===== config.mk =====
export PLATFORM = sky130hd
export DESIGN_NAME = pipe_stage_reg
export DESIGN_NICKNAME = d
export VERILOG_FILES = /design/src/rtl/pipe_pkg.sv /design/src/rtl/sat_counter.sv /design/src/rtl/pipe_stage_reg.sv
export SDC_FILE = /design/constraint.sdc
export NUM_CORES = 1
export LEC_CHECK = 0
export BUFFER_PORTS_ARGS = -buffer_cell sky130_fd_sc_hd__buf_2
export CAP_MARGIN = 20
export CORE_MARGIN = 5
export CORE_UTILIZATION = 50
export CTS_BUF_LIST = sky130_fd_sc_hd__clkbuf_2
export CTS_CLUSTER_SIZE = 16
export DETAILED_ROUTE_END_ITERATION = 8
export GPL_ROUTABILITY_DRIVEN = 1
export HOLD_SLACK_MARGIN = 0.1
export PLACE_DENSITY = 0.76
export SYNTH_ARGS = -nofsm -noshare
export SYNTH_HDL_FRONTEND = slang
export SYNTH_SLANG_ARGS = --single-unit
export TNS_END_PERCENT = 20

===== constraint.sdc =====
create_clock -name clk -period 4.55 [get_ports clk]
set_input_delay 0.455 -clock clk [delete_from_list [all_inputs] [get_ports clk]]
set_output_delay 0.455 -clock clk [all_outputs]
set_load 0.01 [all_outputs]

===== src/rtl/pipe_pkg.sv =====
// Shared pipeline-boundary definitions: stage-register occupancy encoding,
// per-boundary payload widths and field offsets for packing/unpacking.
package pipe_pkg;

  typedef enum logic [1:0] {
    OCC_EMPTY = 2'd0,
    OCC_FULL  = 2'd1,
    OCC_SKID  = 2'd2
  } occ_e;

  localparam int XLEN   = 32;
  localparam int CTRL_W = 8;
  localparam int REG_W  = 5;

  // IF/ID: {pc, instr}
  localparam int IFID_INSTR_LSB = 0;
  localparam int IFID_PC_LSB    = IFID_INSTR_LSB + XLEN;
  localparam int IFID_W         = IFID_PC_LSB + XLEN;

  // ID/EX: {ctrl, rd, imm, rs2_val, rs1_val}
  localparam int IDEX_RS1_LSB  = 0;
  localparam int IDEX_RS2_LSB  = IDEX_RS1_LSB + XLEN;
  localparam int IDEX_IMM_LSB  = IDEX_RS2_LSB + XLEN;
  localparam int IDEX_RD_LSB   = IDEX_IMM_LSB + XLEN;
  localparam int IDEX_CTRL_LSB = IDEX_RD_LSB + REG_W;
  localparam int IDEX_W        = IDEX_CTRL_LSB + CTRL_W;

  // EX/MEM: {ctrl, rd, store_data, result}
  localparam int EXMEM_RES_LSB  = 0;
  localparam int EXMEM_ST_LSB   = EXMEM_RES_LSB + XLEN;
  localparam int EXMEM_RD_LSB   = EXMEM_ST_LSB + XLEN;
  localparam int EXMEM_CTRL_LSB = EXMEM_RD_LSB + REG_W;
  localparam int EXMEM_W        = EXMEM_CTRL_LSB + CTRL_W;

  // MEM/WB: {ctrl, rd, wb_data}
  localparam int MEMWB_DATA_LSB = 0;
  localparam int MEMWB_RD_LSB   = MEMWB_DATA_LSB + XLEN;
  localparam int MEMWB_CTRL_LSB = MEMWB_RD_LSB + REG_W;
  localparam int MEMWB_W        = MEMWB_CTRL_LSB + CTRL_W;

  function automatic logic [XLEN-1:0] ifid_pc(input logic [IFID_W-1:0] p);
    return p[IFID_PC_LSB +: XLEN];
  endfunction

  function automatic logic [XLEN-1:0] ifid_instr(input logic [IFID_W-1:0] p);
    return p[IFID_INSTR_LSB +: XLEN];
  endfunction

endpackage


===== src/rtl/sat_counter.sv =====
// Saturating event counter: +1 per cycle with inc high, sticks at all-ones.
// Zero latency from inc to count update on the next edge; no backpressure.
module sat_counter #(
  parameter int CNT_W = 16
) (
  input  logic             clk,
  input  logic             reset,
  input  logic             inc,
  output logic [CNT_W-1:0] out
);

  always_ff @(posedge clk or negedge reset) begin
    if (!reset) begin
      out <= '0;
    end else if (inc && (out != {CNT_W{1'b1}})) begin
      out <= out + CNT_W'(1);
    end
  end

endmodule


===== src/rtl/pipe_stage_reg.sv =====
// Valid/ready pipeline stage register with flush, optional 2-entry skid and stall/bubble counters.
// Latency 1 cycle; SKID=1 gives a registered in_ready, SKID=0 passes out_ready through to in_ready.
module pipe_stage_reg
  import pipe_pkg::*;
#(
  parameter int DATA_W = 32,
  parameter int SKID   = 1,
  parameter int CNT_W  = 16
) (
  input  logic              clk,
  input  logic              reset,
  input  logic              flush,
  input  logic              in_valid,
  output logic              in_ready,
  input  logic [DATA_W-1:0] in_data,
  output logic              out_valid,
  input  logic              out_ready,
  output logic [DATA_W-1:0] out_data,
  output logic [CNT_W-1:0]  stall_cnt,
  output logic [CNT_W-1:0]  bubble_cnt
);

  logic              main_v;
  logic [DATA_W-1:0] main_d;
  logic              skid_v;
  logic [DATA_W-1:0] skid_d;
  occ_e              occ;
  logic              xfer_in;
  logic              xfer_out;

  assign xfer_in   = in_valid && in_ready && !flush;
  assign xfer_out  = main_v && out_ready;
  assign out_valid = main_v;
  assign out_data  = main_d;

  always_comb begin
    occ = OCC_EMPTY;
    if (main_v) occ = skid_v ? OCC_SKID : OCC_FULL;
  end

  // Data is zeroed whenever an entry dies so bubbles read as all-zero payloads.
  always_ff @(posedge clk or negedge reset) begin
    if (!reset) begin
      main_v <= 1'b0;
      main_d <= '0;
    end else if (flush) begin
      main_v <= 1'b0;
      main_d <= '0;
    end else begin
      case (occ)
        OCC_EMPTY: begin
          if (xfer_in) begin
            main_v <= 1'b1;
            main_d <= in_data;
          end
        end
        OCC_FULL: begin
          if (xfer_out) begin
            if (xfer_in) begin
              main_d <= in_data;
            end else begin
              main_v <= 1'b0;
              main_d <= '0;
            end
          end
        end
        OCC_SKID: begin
          if (xfer_out) main_d <= skid_d;
        end
        default: begin
          main_v <= 1'b0;
          main_d <= '0;
        end
      endcase
    end
  end

  generate
    if (SKID != 0) begin : g_skid
      always_ff @(posedge clk or negedge reset) begin
        if (!reset) begin
          skid_v <= 1'b0;
          skid_d <= '0;
        end else if (flush) begin
          skid_v <= 1'b0;
          skid_d <= '0;
        end else if ((occ == OCC_FULL) && xfer_in && !xfer_out) begin
          skid_v <= 1'b1;
          skid_d <= in_data;
        end else if ((occ == OCC_SKID) && xfer_out) begin
          skid_v <= 1'b0;
          skid_d <= '0;
        end
      end
      assign in_ready = !skid_v;
    end else begin : g_noskid
      assign skid_v   = 1'b0;
      assign skid_d   = '0;
      assign in_ready = !main_v || out_ready;
    end
  endgenerate

  sat_counter #(.CNT_W(CNT_W)) u_stall_cnt (
    .clk   (clk),
    .reset (reset),
    .inc   (main_v && !out_ready),
    .out   (stall_cnt)
  );

  sat_counter #(.CNT_W(CNT_W)) u_bubble_cnt (
    .clk   (clk),
    .reset (reset),
    .inc   (!main_v && out_ready),
    .out   (bubble_cnt)
  );

endmodule


==> reports/summary.md, run 1 <==
The tools report the final net count as 478. The run finished with clean final reports. For the global-route wire length before repair, the log shows 15,900 um. The number of enable-type register cells in the synthesized netlist is 0. The last weighted congestion value of the routability-driven placer came out at 0.807. The share of the synthesized area in the top cell type works out to 0.584.

Buffers inserted during clock tree synthesis total 9. Max-cap violations in this run came to 0. The dominant combinational cell family by area after synthesis was compound AO/OA/AOI/OAI gates. The logs give 0.275 for the met1 demand-to-capacity share in global routing and 57 for the pin count of the biggest net entering global routing. The tools report the half-perimeter wire length after placement as 6620 um. The floorplan has 33 rows. The via-per-instance ratio works out to 5.79. The total area inside the core boundary comes to 8220 um2. The internal portion of the total power is 1.28 mW.

The die span in x was 102 um; the peak supply drop was 0.169 mV. Once routing completed, OpenROAD measured the worst setup slack at 2.52 ns. The mapped netlist covers 4200 um2. The setup slack after placement was 2.45 ns; the area share of xor/xnor cells in the synthesized design was 0.0543. For this run, the detailed router's first-pass iteration total came to 5. The analysis attributes to cell leakage a power of 2.54 nW. Dividing the synthesized area by the synthesized cell count gives 12.3 um2. The number of antenna violations at the first check in global routing came out at 0.

The kind of path behind the tightest hold check was input pin to register. By area the synthesized netlist is led by sky130_fd_sc_hd__dfrtp_1 58%, sky130_fd_sc_hd__a22o_1 6.7%, sky130_fd_sc_hd__o2bb2ai_1 6.7%, sky130_fd_sc_hd__a22oi_1 5.7%, sky130_fd_sc_hd__xor2_1 3.1%. The number of failing setup endpoints in the final timing report came out at 0. The share of post-route cells with drive strength above 1 was 0.305. The run gives 2 as the deepest clock path buffer count. The startpoint kind of the worst setup timing path was a register. Setup repair after global routing left no endpoint under its margin. Number of global-route vias before repair: 3,238. The sequential group share of total power was 0.569; the die area was 10,300 um2. The period utilization is 0.446, and the met2 usage in global routing is 0.298. Number of synthesized register bits: 98.

Clock tree synthesis found a total of 98 sinks. After detailed routing, the number of remaining DRC violations is 0. The most used flip-flop cell after synthesis is sky130_fd_sc_hd__dfrtp_1.

The largest driver fanout on the critical path is 9, and the post-synthesis share of cell area spent on full adders, half adders and majority gates is 0.00596. At the pin with the least slew margin, the transition time is 0.738 ns. Post-CTS repair changed the size of 0 cells. Total power divided by cell area: 367 nW/um2. For the post-synthesis sequential area ratio, the log shows 0.584. The count of buffers added on input and output ports is 102.

The most utilized layer in the global route result was met2. For the clock network fraction of total power, the log shows 0.251. Synthesis produced a netlist with a net count of 379. For the upper clock frequency limit, the log shows 493 MHz. The async set or reset register ratio after synthesis was 1.00; the unique cell type count in the Yosys netlist was 41.

The run gives 197 as the number of DRC markers after the initial detailed-route iteration. The count of synthesis-stage warnings from yosys is 0, and the number of diodes added for antenna fixing is 0. The logs give 0.180 for the fraction of power consumed by combinational cells and 3,173 for the via count. Sorting the synthesized cells by how often they occur yields 98 x sky130_fd_sc_hd__dfrtp_1, 32 x sky130_fd_sc_hd__a22o_1, 32 x sky130_fd_sc_hd__a22oi_1, 32 x sky130_fd_sc_hd__o2bb2ai_1. Data arrives at the worst endpoint at 2.44 ns. The tools report the endpoint class of the critical path as a register. The initial standard-cell utilization of the core came out at 0.511. The synthesized-area fraction occupied by and/or/nand/nor cells was 0.0963; the worst slew margin relative to its limit was 0.507. The average detailed-routed wire length per instance is 17.6 um, and the post-synthesis cell count is 340. The clock period minus final worst setup slack came out at 2.03 ns. The total routing usage reported by global routing was 0.193.

The area added between synthesis and finish is 18.5%. Summed over all layers, the global routing overflow is 0. The post-synthesis mux area share was 0.0116. The clock-pin slew on the worst setup and hold paths was 0.26 ns; the die height was 102 um. The analysis attributes to net switching a power of 0.548 mW.

The clock arrives with 0.0254 ns of skew. The H-tree was split into 3 levels. Number of endpoints with negative hold slack in the final report: 0. The logs give 0 for the remaining antenna violation count and 0.0282 for the global-route track usage on met3.

The setup TNS after final layout came out at 0 ns. The root buffer cell chosen for the clock tree is sky130_fd_sc_hd__clkbuf_2. By instance count, the leading cell after synthesis is sky130_fd_sc_hd__dfrtp_1.

The area fraction in compound gates after synthesis works out to 0.223. TritonCTS built the clock tree. Cell type with the largest total area after synthesis: sky130_fd_sc_hd__dfrtp_1.

After detailed routing, the total wire length is 9660 um. The logs give 0 for the max-slew violation count and 4.96 ns for the required time reported for the critical path endpoint. For the top-level I/O count, the log shows 103. The worst setup path is of the register to register kind.

The run gives 0.50 ns as the insertion delay to the later sink of the worst-skew pair. The switching power as a share of total power works out to 0.301.
-- through the flow --
| step | hold WS [ns] | instance area [um2] | std cells | util | power (mW) |
|---|---|---|---|---|---|
| after global placement | 0.469 | 4820 | 531 | 0.586 | 1.37 |
| after global routing | 0.107 | 4970 | 548 | 0.605 | 1.92 |
| final | 0.175 | 4970 | 548 | 0.605 | 1.82 |
| after floorplan | 0.159 | 4200 | 340 | - | 1.22 |
| after detailed placement | 0.471 | 4830 | 532 | 0.588 | 1.39 |
| after CTS | 0.112 | 4970 | 548 | 0.605 | 1.85 |
-- per-layer routing --
layer | vias to the layer above | part of all wire
met4 | 0 | 0.012
met1 | 1590 | 0.46
li1 | 1492 | -
met3 | 8 | 0.045
met2 | 83 | 0.48
met5 | - | 0
-- path summary, 6_finish.rpt --
kind                                         start  slack [ns]  cells after the start                 end
worst max-delay path            u_stall_cnt.out[0]        2.52                      4  u_stall_cnt.out[1]
worst min-delay path                    in_data[7]        0.18                      2           skid_d[7]
worst max register to register  u_stall_cnt.out[0]        2.52                      4  u_stall_cnt.out[1]
worst min register to register        out_data[18]        0.52                      1        out_data[18]
max in group asynchronous                    reset        2.99                      3        out_data[23]
min in group asynchronous                    reset        0.43                      2        out_data[13]
-- power by group through the flow --
stage | Clock [mW] | Sequential, mW | Combinational, mW
after floorplan | 0 | 1.07 | 0.149
after global placement | 0 | 1.05 | 0.318
after detailed placement | 0 | 1.05 | 0.333
after CTS | 0.475 | 1.04 | 0.335
after global routing | 0.502 | 1.05 | 0.364
final | 0.457 | 1.04 | 0.328
-- worst max-delay path, cell delays in order, from the launching register on --
cell	delay [ns]
sky130_fd_sc_hd__dfrtp_1	0.50
sky130_fd_sc_hd__ha_1	0.24
sky130_fd_sc_hd__nand4_1	0.21
sky130_fd_sc_hd__o41ai_4	0.65
sky130_fd_sc_hd__mux2_4	0.35
-- cells in the final DEF, fill, tap and decap left out, types with 3 or more instances in the layout --
| master | synthesis | final |
|---|---|---|
| sky130_fd_sc_hd__a22o_1 | 32 | 32 |
| sky130_fd_sc_hd__nor3_1 | 4 | 4 |
| sky130_fd_sc_hd__nand2b_1 | 4 | 4 |
| sky130_fd_sc_hd__nand3_1 | 9 | 9 |
| sky130_fd_sc_hd__buf_2 | 5 | 101 |
| sky130_fd_sc_hd__a22oi_1 | 32 | 32 |
| sky130_fd_sc_hd__clkbuf_2 | 0 | 10 |
| sky130_fd_sc_hd__and3_1 | 4 | 4 |
| sky130_fd_sc_hd__xnor2_1 | 11 | 11 |
| sky130_fd_sc_hd__nor4_1 | 3 | 3 |
| sky130_fd_sc_hd__dfrtp_1 | 98 | 98 |
| sky130_fd_sc_hd__inv_1 | 4 | 4 |
| sky130_fd_sc_hd__a21oi_1 | 3 | 3 |
| sky130_fd_sc_hd__xor2_1 | 15 | 15 |
| sky130_fd_sc_hd__o2bb2ai_1 | 32 | 32 |
| sky130_fd_sc_hd__o21ai_0 | 3 | 3 |
| sky130_fd_sc_hd__buf_4 | 0 | 7 |
| sky130_fd_sc_hd__nand4_1 | 10 | 10 |
| sky130_fd_sc_hd__nor2_1 | 15 | 14 |
| sky130_fd_sc_hd__nand2_1 | 13 | 13 |
-- area by class of cell --
class / instances / area, um2
clock buffers: 10 / 50.0
clock inverters: 5 / 80.1
fillers: 692 / 3240
inverters: 4 / 15.0
multi-input cells: 216 / 1660
flip-flops and latches: 98 / 2450
well taps: 105 / 131
repair buffers: 110 / 583
-- logic make-up after synthesis --
| family | Yosys count |
|---|---|
| fa+ha+maj | 2 |
| flops | 98 |
| buf+inv | 26 |
| simple gates | 72 |
| compound gates | 112 |
| mux | 4 |
| xor+xnor | 26 |
-- what timing repair did --
item / CTS / global route
buffers inserted: 0 / 0
hold buffers: 1 / 0
endpoints found under the hold margin: 42 / 0
-- state kept, by name (all words and copies together), names as in the netlist --
register and count:
out_data 32, out_valid 1, skid_v 1, u_bubble_cnt.out 16
skid_d 32, u_stall_cnt.out 16
No activity file was read; power rests on OpenSTA's default activity.
==> inputs of run 2 (changes only) <==
==> constraint.sdc (replaced) <==
create_clock -name clk -period 2 [get_ports clk]
set_input_delay 0.2 -clock clk [delete_from_list [all_inputs] [get_ports clk]]
set_output_delay 0.2 -clock clk [all_outputs]
set_load 0.01 [all_outputs]
==> run 2 against run 1 <==
Effect of this change:
- power up 130%
- clock-buffer cell count decreased by 1
- fmax is 8.0% higher
- first-iteration DRC count down 12%
- core utilization rose by 5.4 points
- critical path type unchanged
- die area did not move
- worst setup slack worse by 2.4 ns
- critical path depth grew 1
- largest power group unchanged
- sequential share of layout area shrank 4.1 points
- combinational power grew to 2.5 times the previous value
==> reports/summary.md, run 2 (synthesis gave the netlist of run 1 again) <==
The flow ran to the end, and the final reports show no timing, DRC or antenna violations. The leading cell type in the layout, fill and taps excluded is sky130_fd_sc_hd__buf_2. Among all stages on the critical path, the largest delay is contributed by sky130_fd_sc_hd__dfrtp_1. The die height works out to 102 um (unchanged). The leakage power of the design is 2.74 nW (+7.8%), and the utilization after layout is 0.659 (+0.0542). The TritonCTS sink count was 98 (unchanged); the actual transition at the worst max-transition pin was 0.642 ns (-0.0958 ns). The number of diodes added for antenna fixing was 0 (unchanged). STA classifies the critical path startpoint as a register. The required time reported for the critical path endpoint was 2.44 ns (-2.52 ns); the period utilization was 0.938 (+0.493). The number of detailed-routing iterations run before antenna repair came out at 4 (-1). Walking the worst path, the cells encountered are ha_1, nand4_1, o41ai_4, buf_4, mux2_4. The tools report the number of remaining DRC errors as 0 (unchanged).

The tools report the net switching power as 1.30 mW (+140%). The run gives 17,300 um (+9.0%) as the global-route wire length before repair. In the layout the commonest cells are 101 x sky130_fd_sc_hd__buf_2, 98 x sky130_fd_sc_hd__dfrtp_1, 36 x sky130_fd_sc_hd__dlygate4sd3_1.

The data arrival time of the critical path is 2.32 ns (-0.12 ns), and the die area is 10,300 um2 (unchanged). Setup repair after global routing left no endpoint under its margin. Total power draw: 4.26 mW (+130%).

The number of antenna violations at the first check in global routing is 0 (unchanged). The fraction of power consumed by combinational cells is 0.195 (+0.015), and the total power divided by cell area is 786 nW/um2 (+110%). Share of post-route cells with drive strength above 1: 0.296 (-0.00844). The run gives 0.141 ns (-2.31 ns) as the setup slack after placement. The logs give 0 (unchanged) for the number of endpoints with negative hold slack in the final report and 627 (-9.4%) for the fill cell total of the finished layout. The wire length after detailed routing is 10,400 um (+7.8%). TritonCTS built the clock tree. The clock period minus final worst setup slack came out at 1.88 ns (-0.151 ns). The number of rows created at floorplan came out at 33 (unchanged). The insertion delay to the later sink of the worst-skew pair is 0.52 ns (+0.02 ns). The library cell used as clock root buffer was sky130_fd_sc_hd__clkbuf_2. STA classifies the critical path endpoint as a register. The initial standard-cell utilization of the core is 0.511 (unchanged), and the last weighted congestion value of the routability-driven placer is 0.830 (+2.8%).

The final setup slack of the worst path was 0.123 ns (-2.40 ns). The logs give 0 (unchanged) for the remaining antenna violation count and 173 (-12%) for the number of DRC markers after the initial detailed-route iteration. The half-perimeter wire length after placement was 6780 um (+2.4%); the deepest clock path buffer count was 2 (unchanged).

The tools report the number of global-route vias before repair as 3,491 (+7.8%). Clock-pin slew on the worst setup and hold paths: 0.28 ns (+0.02 ns). The run gives 0.586 mV (+250%) as the peak supply drop. The sequential group share of total power was 0.557 (-0.012).

The worst clock skew on the final layout was 0.0417 ns (+0.0163 ns). Top-level I/O count: 103 (unchanged). The largest driver fanout on the critical path is 6 (-3), and the via-per-instance ratio is 5.80 (+0.21%).

The final net count is 521 (+9.0%). The setup TNS after final layout is 0 ns (unchanged), and the max-slew violation count is 0 (unchanged). The total routing usage reported by global routing is 0.211 (+0.0181). The pin count of the biggest net entering global routing was 51 (-11%); the average detailed-routed wire length per instance was 17.6 um (about the same). The reported max-cap violation count came out at 0 (unchanged).

The number of buffers inserted during clock tree synthesis was 9 (unchanged). The min-delay analysis places its worst path in the category input pin to asynchronous set/reset pin. The worst setup path is of the register to register kind. The run gives 0.248 (-0.003) as the clock network fraction of total power. The residual overflow from global routing was 0 (unchanged); the delay contributed by the slowest stage of the critical path was 0.51 ns (-0.14 ns).

The worst slew margin relative to its limit is 0.571 (+0.0640), and the via count is 3,429 (+8.1%). The switching power as a share of total power works out to 0.305 (+0.00448). The number of H-tree levels is 3 (unchanged), and the area added between synthesis and finish is 29.1%.

The number of failing setup endpoints in the final timing report is 0 (unchanged), and the internal power is 2.96 mW (+130%). The die span in x is 102 um (unchanged). The total core area was 8220 um2 (unchanged); the number of port buffers was 102 (unchanged).

The tools report the upper clock frequency limit as 533 MHz (+8.0%).
==> run 2: cell types whose count changed in the layout (fill, tap and decap cells not counted), sizes merged <==
cell         previous run  this run
dlygate4sd3             1        36
clkbuf                 10         9
inv                     4         5
buf                   109       117
==> run 2: worst max-delay path, delay by kind of cell, from the launching register on <==
family | cells | cell delay (ns)
fa+ha+maj | 1 | 0.25
compound gates | 1 | 0.36
flops | 1 | 0.51
simple gates | 1 | 0.19
mux | 1 | 0.29
buf+inv | 1 | 0.20
==> run 2: path summary, 6_finish.rpt <==
path,from,endpoint,slack [ns],cells after the start
min reg2reg,u_stall_cnt.out[15],u_stall_cnt.out[15],0.52,1
max reg2reg,u_stall_cnt.out[1],u_stall_cnt.out[1],0.12,5
min in group clk,in_data[24],skid_d[24],0.43,3
min,reset,out_data[1],0.15,2
max in group asynchronous,reset,u_stall_cnt.out[8],1.19,3
max,u_stall_cnt.out[1],u_stall_cnt.out[1],0.12,5
==> run 2: metrics by stage <==
stage	cells	hold slack (ns)	instance area, um2
final	591	0.147	5420
after global routing	591	0.135	5420
after CTS	591	0.117	5420
after detailed placement	540	0.207	4920
after global placement	540	0.200	4920
after floorplan	340	-0.0956	4200
==> run 2: metal layers <==
layer,GRT usage,routed length [um],vias up
met4,0.0706,160,0
li1,-,-,1587
met3,0.0310,484,13
met2,0.345,5120,105
met5,0,0,-
met1,0.290,4650,1724
==> run 2: cell type report <==
type | count | area (um2) | share of cell area
Clock buffer | 9 | 45.0 | 0.00831
Clock inverter | 6 | 90.1 | 0.0166
Timing Repair Buffer | 153 | 1020 | 0.189
Sequential cell | 98 | 2450 | 0.453
Tap cell | 105 | 131 | 0.0242
Inverter | 4 | 15.0 | 0.00277
Multi-Input combinational cell | 216 | 1660 | 0.306
==> run 2: what timing repair did <==
action | 4_1_cts | 5_1_grt
resized for setup | 0 | 0
endpoints found under the setup margin | 0 | 1
endpoints found under the hold margin | 164 | 0
buffers inserted | 0 | 0
hold buffers | 36 | 0
==> run 2: power groups by stage <==
stage               registers, mW  logic, mW  clock network [mW]
finish                       2.37      0.832                1.05
global route                 2.41      0.915                1.16
CTS                          2.37      0.842                1.09
detailed placement           2.40      0.781                   0
global placement             2.38      0.757                   0
floorplan                    2.44      0.338                   0
==> inputs of run 3 (changes only) <==
--- a/config.mk
+++ b/config.mk
@@ -9,11 +9,10 @@
 export CAP_MARGIN = 20
 export CORE_MARGIN = 5
 export CORE_UTILIZATION = 50
-export CTS_BUF_LIST = sky130_fd_sc_hd__clkbuf_2
 export CTS_CLUSTER_SIZE = 16
 export DETAILED_ROUTE_END_ITERATION = 8
 export GPL_ROUTABILITY_DRIVEN = 1
-export HOLD_SLACK_MARGIN = 0.1
+export HOLD_SLACK_MARGIN = 0.12
 export PLACE_DENSITY = 0.76
 export SYNTH_ARGS = -nofsm -noshare
 export SYNTH_HDL_FRONTEND = slang
==> run 3 against run 2 <==
Effect of this change:
- combinational power hardly changed
- cell count shrank 0.68%
- critical path depth stayed put
- worst hold slack improved by 0.012 ns
==> reports/summary.md, run 3 (synthesis gave the netlist of run 1 again) <==
The average detailed-routed wire length per instance is 17.6 um (-0.23%), and the clock period minus final worst setup slack is 1.87 ns (-0.0112 ns). The die height is 102 um (unchanged). The die area is 10,300 um2 (unchanged). For the final instance area, the log shows 5460 um2 (+0.72%). The run gives 3 (unchanged) as the number of H-tree levels.

The die span in x was 102 um (unchanged). The initial standard-cell utilization of the core came out at 0.511 (unchanged). For the global-route wire length before repair, the log shows 17,300 um (about the same). For the fill cell total of the finished layout, the log shows 629 (+0.32%). The total power divided by cell area was 835 nW/um2 (+6.2%); the setup slack after placement was 0.141 ns (unchanged). Leakage power of the design: 2.75 nW (+0.39%). The number of failing setup endpoints in the final timing report is 0 (unchanged), and the total core area is 8220 um2 (unchanged).

The run gives 0 (unchanged) as the number of gates resized after cts. The largest individual stage delay along the critical path comes from the cell sky130_fd_sc_hd__dfrtp_1. The upper clock frequency limit came out at 536 MHz (+0.60%). The clock-pin slew on the worst setup and hold paths is 0.09 ns (-0.19 ns), and the footprint of the flip-flops and latches is 2450 um2 (unchanged). The number of detailed-routing iterations run before antenna repair was 5 (+1); the remaining antenna violation count was 0 (unchanged). The TritonCTS sink count is 98 (unchanged). The via-per-instance ratio is 5.82 (+0.36%), and the pin count of the biggest net entering global routing is 51 (unchanged). The worst slew margin relative to its limit was 0.566 (-0.00515); the largest driver fanout on the critical path was 6 (unchanged). The number of remaining DRC errors was 0 (unchanged).

The period utilization works out to 0.933 (-0.00560). The wire length after detailed routing was 10,300 um (-0.90%). The flow ran to the end, and the final reports show no timing, DRC or antenna violations. In the layout the commonest cells are 101 x sky130_fd_sc_hd__buf_2, 98 x sky130_fd_sc_hd__dfrtp_1.

The share of post-route cells with drive strength above 1 was 0.299 (+0.00246). From synthesis to final layout, the design area changed by 30.0%. The cell sitting at the root of the clock tree is a sky130_fd_sc_hd__clkbuf_8. The tools report the required time reported for the critical path endpoint as 2.23 ns (-0.21 ns). The logs give 103 (unchanged) for the top-level I/O count and 0.0114 ns (-0.0303 ns) for the worst clock skew on the final layout. The tightest min-delay check is of the input pin to register type.

The total routing usage reported by global routing came out at 0.212 (+0.00102). The number of global-route vias before repair was 3,464 (-0.77%). TritonCTS built the clock tree. The peak supply drop was 0.474 mV (-19%); the half-perimeter wire length after placement was 6780 um (unchanged). The number of port buffers came out at 102 (unchanged). Critical path class: register to register.

The run gives 4.56 mW (+7.0%) as the total power draw. Deepest clock path buffer count: 2 (unchanged). The number of DRC markers after the initial detailed-route iteration is 173 (unchanged), and the number of buffers inserted during clock tree synthesis is 9 (unchanged). The logs give 0.830 (unchanged) for the last weighted congestion value of the routability-driven placer and 0.159 ns (+0.0117 ns) for the tightest hold margin.

The run gives 0 (unchanged) as the reported max-cap violation count. The logs give 0 (unchanged) for the number of antenna violations at the first check in global routing and 33 (unchanged) for the number of rows created at floorplan. The max-slew violation count was 0 (unchanged); the delay contributed by the slowest stage of the critical path was 0.46 ns (-0.05 ns).

The total area of multi-input combinational cells is 1660 um2 (unchanged). Walking the worst path, the cells encountered are ha_1, nand4_1, o41ai_4, buf_4, mux2_4. The tools report the final setup slack of the worst path as 0.134 ns (+0.0112 ns).

Setup repair after global routing left no endpoint under its margin. The data arrival time of the critical path is 2.10 ns (-0.22 ns). STA classifies the critical path endpoint as a register. The setup TNS after final layout is 0 ns (unchanged), and the via count is 3,418 (-0.32%). STA classifies the critical path startpoint as a register.

The number of endpoints with negative hold slack in the final report is 0 (unchanged). The residual overflow from global routing is 0 (unchanged), and the instance area after placement is 4920 um2 (unchanged). The logs give 0 (unchanged) for the number of diodes added for antenna fixing and 0.34 ns (-0.18 ns) for the insertion delay to the later sink of the worst-skew pair.

The final net count was 517 (-0.77%); the actual transition at the worst max-transition pin was 0.650 ns (+0.00772 ns). Leading cell type in the layout, fill and taps excluded: sky130_fd_sc_hd__buf_2.
run 3: cell count changes in the layout (fill, tap and decap cells not counted):
| cell | delta |
|---|---|
| sky130_fd_sc_hd__clkbuf_2 | -9 |
| sky130_fd_sc_hd__clkbuf_8 | +9 |
| sky130_fd_sc_hd__dlygate4sd3_1 | -4 |
run 3: worst max-delay path: cells and delay by family, from the launching register on:
family / cells / cell delay [ns]
compound gates: 1 / 0.36
fa+ha+maj: 1 / 0.26
buf+inv: 1 / 0.20
flops: 1 / 0.46
mux: 1 / 0.29
simple gates: 1 / 0.19
run 3: worst paths after layout:
kind | start | endpoint | slack (ns) | cells after the start
max | u_stall_cnt.out[0] | u_stall_cnt.out[1] | 0.13 | 5
min | in_data[12] | skid_d[12] | 0.16 | 2
min reg2reg | out_data[31] | out_data[31] | 0.49 | 1
max in group asynchronous | reset | u_bubble_cnt.out[7] | 1.00 | 3
max reg2reg | u_stall_cnt.out[0] | u_stall_cnt.out[1] | 0.13 | 5
min in group asynchronous | reset | out_data[8] | 0.36 | 2
run 3: layer usage:
layer  up-vias  global-route usage  routed length, um
met3        10              0.0455                528
li1       1576                   -                  -
met5         -                   0                  0
met4         0              0.0665                138
met1      1715               0.288               4610
met2       117               0.343               5030
run 3: layout make-up:
type | count | share of cell area
Sequential cell | 98 | 0.449
Clock inverter | 6 | 0.0165
Multi-Input combinational cell | 216 | 0.304
Inverter | 4 | 0.00275
Tap cell | 105 | 0.0241
Timing Repair Buffer | 149 | 0.180
Clock buffer | 9 | 0.0227
run 3: stage by stage:
| stage | util | cells |
|---|---|---|
| after floorplan | - | 340 |
| after global placement | 0.599 | 540 |
| after detailed placement | 0.599 | 540 |
| after CTS | 0.664 | 587 |
| after global routing | 0.664 | 587 |
| final | 0.664 | 587 |
run 3: repair_timing:
item / 4_1_cts / 5_1_grt
buffers inserted: 0 / 0
hold buffers: 32 / 0
hold endpoints to repair: 69 / 0
run 3: power by group:
group | leakage, nW | internal [mW] | switching [mW] | total, mW
clock | 0.106 | 0.702 | 0.657 | 1.36
combinational | 1.32 | 0.388 | 0.445 | 0.833
sequential | 1.33 | 2.15 | 0.211 | 2.37
total | 2.75 | 3.25 | 1.31 | 4.56
